==> config.mk <==
export PLATFORM = sky130hd
export DESIGN_NAME = muldiv_unit
export DESIGN_NICKNAME = d
export VERILOG_FILES = /design/src/rtl/muldiv_unit.sv
export SDC_FILE = /design/constraint.sdc
export NUM_CORES = 1
export LEC_CHECK = 0
export ABC_AREA = 1
export CAP_MARGIN = 0
export CELL_PAD_IN_SITES_DETAIL_PLACEMENT = 0
export CELL_PAD_IN_SITES_GLOBAL_PLACEMENT = 1
export CORE_MARGIN = 2
export CORE_UTILIZATION = 46
export DETAILED_ROUTE_END_ITERATION = 10
export PLACE_DENSITY_LB_ADDON = 0.1
export SYNTH_ARGS = -nofsm -noshare
export SYNTH_HDL_FRONTEND = slang
export SYNTH_SLANG_ARGS = --single-unit
==> constraint.sdc <==
create_clock -name clk -period 3.56 [get_ports clk]
set_input_delay 0.712 -clock clk [delete_from_list [all_inputs] [get_ports clk]]
set_output_delay 0.712 -clock clk [all_outputs]
set_load 0.005 [all_outputs]
==> src/rtl/muldiv_unit.sv <==
// Iterative MIPS multiply/divide unit that owns the HI/LO registers.
// Fixed latency: WIDTH shift-add or restoring-divide iterations, then one sign-fix edge.
module muldiv_unit #(
    parameter int WIDTH = 32
) (
    input  logic             clk,
    input  logic             reset,
    input  logic             start,
    input  logic [1:0]       op,
    input  logic [WIDTH-1:0] a,
    input  logic [WIDTH-1:0] b,
    input  logic             hi_we,
    input  logic             lo_we,
    input  logic [WIDTH-1:0] wd,
    output logic             busy,
    output logic             done,
    output logic [WIDTH-1:0] hi,
    output logic [WIDTH-1:0] lo
);

    localparam int CW = $clog2(WIDTH) + 1;

    typedef enum logic [1:0] {IDLE, CALC, FIX} state_t;

    state_t               state;
    logic [CW-1:0]        cnt;
    logic                 is_div;
    logic                 neg_q;
    logic                 neg_r;
    logic                 div_zero;
    logic [2*WIDTH-1:0]   opa;
    logic [WIDTH-1:0]     opb;
    logic [2*WIDTH-1:0]   acc;

    logic                 is_signed;
    logic [WIDTH-1:0]     mag_a;
    logic [WIDTH-1:0]     mag_b;
    logic [WIDTH:0]       trial;
    logic [WIDTH:0]       diff;
    logic [2*WIDTH-1:0]   prod_next;
    logic [2*WIDTH-1:0]   prod_fix;
    logic [WIDTH-1:0]     quot_fix;
    logic [WIDTH-1:0]     rem_fix;

    // opa holds the left-shifting multiplicand, or the dividend shifting out
    // MSB-first while quotient bits shift in; acc holds product or remainder.
    always_comb begin
        is_signed = ~op[0];
        mag_a     = (is_signed && a[WIDTH-1]) ? -a : a;
        mag_b     = (is_signed && b[WIDTH-1]) ? -b : b;
        trial     = {acc[WIDTH-1:0], opa[WIDTH-1]};
        diff      = trial - {1'b0, opb};
        prod_next = opb[0] ? acc + opa : acc;
        prod_fix  = neg_q ? -acc : acc;
        rem_fix   = neg_r ? -acc[WIDTH-1:0] : acc[WIDTH-1:0];
        if (div_zero)
            quot_fix = '1;
        else
            quot_fix = neg_q ? -opa[WIDTH-1:0] : opa[WIDTH-1:0];
    end

    // Divide by zero falls through the restoring loop with remainder = |a|,
    // which the remainder sign fix turns back into a; only LO needs forcing.
    always_ff @(posedge clk or negedge reset) begin
        if (!reset) begin
            state    <= IDLE;
            cnt      <= '0;
            is_div   <= 1'b0;
            neg_q    <= 1'b0;
            neg_r    <= 1'b0;
            div_zero <= 1'b0;
            opa      <= '0;
            opb      <= '0;
            acc      <= '0;
            busy     <= 1'b0;
            done     <= 1'b0;
            hi       <= '0;
            lo       <= '0;
        end else begin
            done <= 1'b0;
            case (state)
                IDLE: begin
                    if (start) begin
                        state    <= CALC;
                        busy     <= 1'b1;
                        cnt      <= '0;
                        is_div   <= op[1];
                        neg_q    <= is_signed & (a[WIDTH-1] ^ b[WIDTH-1]);
                        neg_r    <= is_signed & op[1] & a[WIDTH-1];
                        div_zero <= op[1] & (b == '0);
                        opa      <= {{WIDTH{1'b0}}, mag_a};
                        opb      <= mag_b;
                        acc      <= '0;
                    end else begin
                        if (hi_we)
                            hi <= wd;
                        if (lo_we)
                            lo <= wd;
                    end
                end
                CALC: begin
                    if (is_div) begin
                        acc[WIDTH-1:0] <= diff[WIDTH] ? trial[WIDTH-1:0] : diff[WIDTH-1:0];
                        opa[WIDTH-1:0] <= {opa[WIDTH-2:0], ~diff[WIDTH]};
                    end else begin
                        acc <= prod_next;
                        opa <= opa << 1;
                        opb <= opb >> 1;
                    end
                    cnt <= cnt + 1'b1;
                    if (cnt == CW'(WIDTH - 1))
                        state <= FIX;
                end
                FIX: begin
                    if (is_div) begin
                        hi <= rem_fix;
                        lo <= quot_fix;
                    end else begin
                        {hi, lo} <= prod_fix;
                    end
                    done  <= 1'b1;
                    busy  <= 1'b0;
                    state <= IDLE;
                end
                default: begin
                    state <= IDLE;
                    busy  <= 1'b0;
                end
            endcase
        end
    end

endmodule

==> flow_results.org <==
** CTS
- The tree is rooted in a sky130_fd_sc_hd__clkbuf_16.
- Counting the buffers created by CTS gives 30.
- Sink count of the clock tree :: 238
- Post-cts hold buffer count :: 0
- Post-CTS timing repair inserted 0 buffers for setup.
- Number of levels the H-tree was split into :: 1
- CTS tree :: yes
- Maximum buffer depth of the clock tree :: 3
- At the later pin of the worst-skew pair, clock insertion delay measures 0.59 ns.
- Cts repair resizes :: 0
- Clock slew seen by the registers of the worst setup and hold paths :: 0.07 ns

** Setup path
- Critical Path Fanout Max :: 24
- The signal on the critical path passes through inv_1 -> ha_1 -> fa_1 -> inv_1 -> nand2_1 -> nand2_1 -> nand3_1 -> nand2_2 -> nand2_1 -> nand2_2 -> nand2_4 -> nand2_4 -> nand2_1 -> nand2_2 -> nand3_1 -> nand3_1 -> nand2_1 -> nand2_1.
- In this design, the critical path's most frequently occurring cell is sky130_fd_sc_hd__nand2_1.
- Crit start category :: flop
- Buffers and inverters on the worst path :: 2
- Data on the critical path arrives at its endpoint at 3.79 ns.
- In this design, the stage delay of the slowest critical-path cell is 0.47 ns.
- Library cell contributing the largest single delay on the critical path :: sky130_fd_sc_hd__dfrtp_1
- At the worst endpoint, the required time is 4.09 ns.
- Setup slack on the worst flop-to-flop path :: 0.30 ns
- The worst setup path is captured at a flop.
- In this design, the largest share of critical-path delay is due to simple AND/OR/NAND/NOR gates.
- Type of the worst setup path :: reg -> reg

** Synthesis
- Summing the sequential cell areas from Yosys gives 24.9% of the chip area.
- The synthesized design spends more area on one cell type than any other, namely sky130_fd_sc_hd__dfrtp_1.
- Synthesis instantiated 51 different standard cells from the library.
- Post-Synthesis Cells :: 4071
- Count of yosys warnings during synthesis :: 0
- Each instance of the synthesized netlist takes up on average 5.87 um^2.
- The synthesized design contains 0 enable-type register cells.
- Register bit total from synthesis :: 238
- Share of flip-flops with an asynchronous set or reset after synthesis :: 100%
- sky130_fd_sc_hd__nand2_1 is the most common cell in the netlist.
- Net count of the mapped netlist :: 4276
- In this run the cell area of the synthesized design comes to 0.0239 mm^2.
- Counting instances in the post-synthesis netlist gives the leading cell types as 1211 x sky130_fd_sc_hd__nand2_1, 546 x sky130_fd_sc_hd__inv_1, 541 x sky130_fd_sc_hd__nor2_1.
- Commonest register cell after synthesis :: sky130_fd_sc_hd__dfrtp_1
- Cells taking the most area after synthesis :: sky130_fd_sc_hd__dfrtp_1 25%, sky130_fd_sc_hd__nand2_1 19%, sky130_fd_sc_hd__inv_1 8.6%
- Share of the synthesized area in the top cell type :: 24.9%

** Global routing
- The total overflow left after global routing is 0.
- The number of antenna violations at the first check in global routing was 2.
- The first global-routing pass estimated 152000 um of wire.
- GRT Util Overall :: 37.2%
- Number of global-route vias before repair :: 25400
- Largest net degree at the start of global routing :: 87

** Detailed routing
- Summed over all layers, the routed wires come to 101000 um.
- Detailed routing inserted a total of 27500 vias.
- Pre-Repair DR Iteration Count :: 6
- Antenna violation net count after detailed routing :: 0
- For this run, design rule violations remaining after detail routing come to 0.
- Detailed-route wire length per cell :: 20.5 um
- Count of routing violations after the opening detailed-route iteration :: 3056
- Average vias per placed instance :: 5.57

** Final layout
- Share of post-route cells with drive strength above 1 :: 4.83%
- Ant diodes :: 0
- For this run, the post-layout net count is 4427.
- The area growth from synthesis to layout is 15.2%.
- Counting the fill cells in the layout gives 5559.
- The finished layout holds 4925 standard cells, fillers aside.

** STA
- RSZ-0062 raised after global routing :: false
- In this run the tightest slew margin relative to its limit is 34.4%.
- The number of hold violations in the final report was 0.
- Count of pins over their slew limit :: 0
- Adding up every negative setup slack in the final design gives 0 ns.
- Fmax :: 307 MHz
- Setup violations remaining at the end of the flow were counted as 0.
- For the pin with the worst max-slew slack, the measured transition is 0.984 ns.
- In the finished design, the share of the clock period the worst path needs comes to 91.6%.
- Subtracting the final worst setup slack from the clock period gives 3.26 ns.
- Final worst clock skew :: 0.0166 ns

** Worst hold path
- The path class of the tightest hold or removal check is in -> async.

** Die
- Horizontal die dimension :: 232 um
- In this run the core area contains 83 standard-cell rows.
- The floorplan step defined a die boundary enclosing 0.0537 mm^2.
- Once the floorplan was initialized, standard cells occupied 46.5% of the core.
- Core Area :: 0.0513 mm^2
- In this run the vertical extent of the chip is 232 um.
- Pin placement for this block handled 169 I/O pins.

** Power
- Internal power comes to 12.4 mW.
- The clock network burns 10.6% of the power.
- Net switching share of the total power :: 57.4%
- For this design the total switching power over the nets is 16.7 mW.
- Power per unit of standard cell area :: 1060 mW/mm^2
- Sequential share of power :: 19.4%
- Leakage :: 13.4 nW
- VDD sags by at most 0.510 mV.
- Combinational logic burns 70.0% of the power.

** Placement
- Number of cells in the design after placement :: 4870
- Half-perimeter wire length after placement :: 81200 um
- Routability Congestion :: 1.02
- Count of buffers from port buffering :: 168

** Status
- The run finished with clean final reports.

** Run
- Across the run, the number of max-cap violations was 0.
## per-layer routing
metal / vias to the layer above / GRT usage (%) / share of wire, % / routed length [um]
met3: 233 / 5.83 / 9.7 / 9790
met1: 12500 / 53.9 / 44 / 44500
met4: 4 / 13.7 / 4.4 / 4480
met5: - / 0 / 0.027 / 27
li1: 13500 / - / - / -
met2: 1250 / 55.6 / 42 / 41900
## flip-flops by register name (all words and copies together) (netlist names)
| name | count |
|---|---|
| state | 2 |
| done | 1 |
| div_zero | 1 |
| is_div | 1 |
| busy | 1 |
| cnt | 6 |
| neg_q | 1 |
| lo | 32 |
| acc | 64 |
| opa | 64 |
| opb | 32 |
| neg_r | 1 |
| hi | 32 |
## through the flow
step	total power, mW	area, um^2	hold WS, ns	setup slack (ns)	util [%]
after floorplan	18.3	23900	0.416	1.28	-
after global placement	25.3	26500	0.463	0.485	51.7
after detailed placement	25.3	26500	0.473	0.460	51.7
after CTS	28.5	27500	0.185	0.440	53.6
after global routing	31.4	27500	0.205	0.166	53.6
final	29.1	27500	0.162	0.299	53.6
## final timing paths
check | from | endpoint | depth (start not counted)
worst max register to register | opa[31]$_DFFE_PN0P_ | acc[24]$_DFFE_PN0P_ | 18
worst max-delay path | opa[31]$_DFFE_PN0P_ | acc[24]$_DFFE_PN0P_ | 18
max in group asynchronous | reset | hi[26]$_DFFE_PN0P_ | 2
worst min register to register | opb[28]$_DFFE_PN0P_ | opb[28]$_DFFE_PN0P_ | 2
min in group clk | opb[28]$_DFFE_PN0P_ | opb[28]$_DFFE_PN0P_ | 2
worst min-delay path | reset | opa[20]$_DFFE_PN0P_ | 1
## cell families after synthesis
kind of cell / share of synthesized area, %
flops: 24.9
xor+xnor: 2.86
buf+inv: 11.2
compound gates: 16.3
fa+ha+maj: 5.41
simple gates: 39.3
## power groups by stage
| stage | combinational (mW) | clock [mW] | sequential, mW |
|---|---|---|---|
| after floorplan | 13.3 | 0 | 4.94 |
| after global placement | 19.7 | 0 | 5.58 |
| after detailed placement | 19.8 | 0 | 5.60 |
| after CTS | 19.9 | 3.11 | 5.56 |
| after global routing | 22.5 | 3.21 | 5.73 |
| final | 20.4 | 3.09 | 5.66 |
## placed cells by master (no fill, tap or decap), types with 76 or more instances in the layout
master / instances
sky130_fd_sc_hd__nand3_1: 335
sky130_fd_sc_hd__o21ai_0: 237
sky130_fd_sc_hd__inv_1: 546
sky130_fd_sc_hd__dfrtp_1: 236
sky130_fd_sc_hd__ha_1: 100
sky130_fd_sc_hd__nand2_1: 1210
sky130_fd_sc_hd__buf_4: 76
sky130_fd_sc_hd__a21oi_1: 298
sky130_fd_sc_hd__clkdlybuf4s50_1: 167
sky130_fd_sc_hd__nor2_1: 537
## worst reg2reg max path, stage by stage (launching register included)
cell	delay [ns]
sky130_fd_sc_hd__dfrtp_1	0.47
sky130_fd_sc_hd__inv_1	0.12
sky130_fd_sc_hd__ha_1	0.24
sky130_fd_sc_hd__fa_1	0.37
sky130_fd_sc_hd__inv_1	0.13
sky130_fd_sc_hd__nand2_1	0.09
sky130_fd_sc_hd__nand2_1	0.08
sky130_fd_sc_hd__nand3_1	0.11
sky130_fd_sc_hd__nand2_2	0.13
sky130_fd_sc_hd__nand2_1	0.07
sky130_fd_sc_hd__nand2_2	0.11
sky130_fd_sc_hd__nand2_4	0.09
sky130_fd_sc_hd__nand2_4	0.08
sky130_fd_sc_hd__nand2_1	0.06
sky130_fd_sc_hd__nand2_2	0.41
sky130_fd_sc_hd__nand3_1	0.22
sky130_fd_sc_hd__nand3_1	0.28
sky130_fd_sc_hd__nand2_1	0.09
sky130_fd_sc_hd__nand2_1	0.06
## layout make-up
cell class	instances	area, um^2	share of cell area (%)
Clock buffer	43	871	3.17
Clock inverter	12	106	0.387
Inverter	563	2110	7.69
Multi-Input combinational cell	3142	15300	55.6
Sequential cell	238	5960	21.7
Tap cell	680	851	3.09
Timing Repair Buffer	247	2320	8.43
Power figures use the tool's default switching activity.
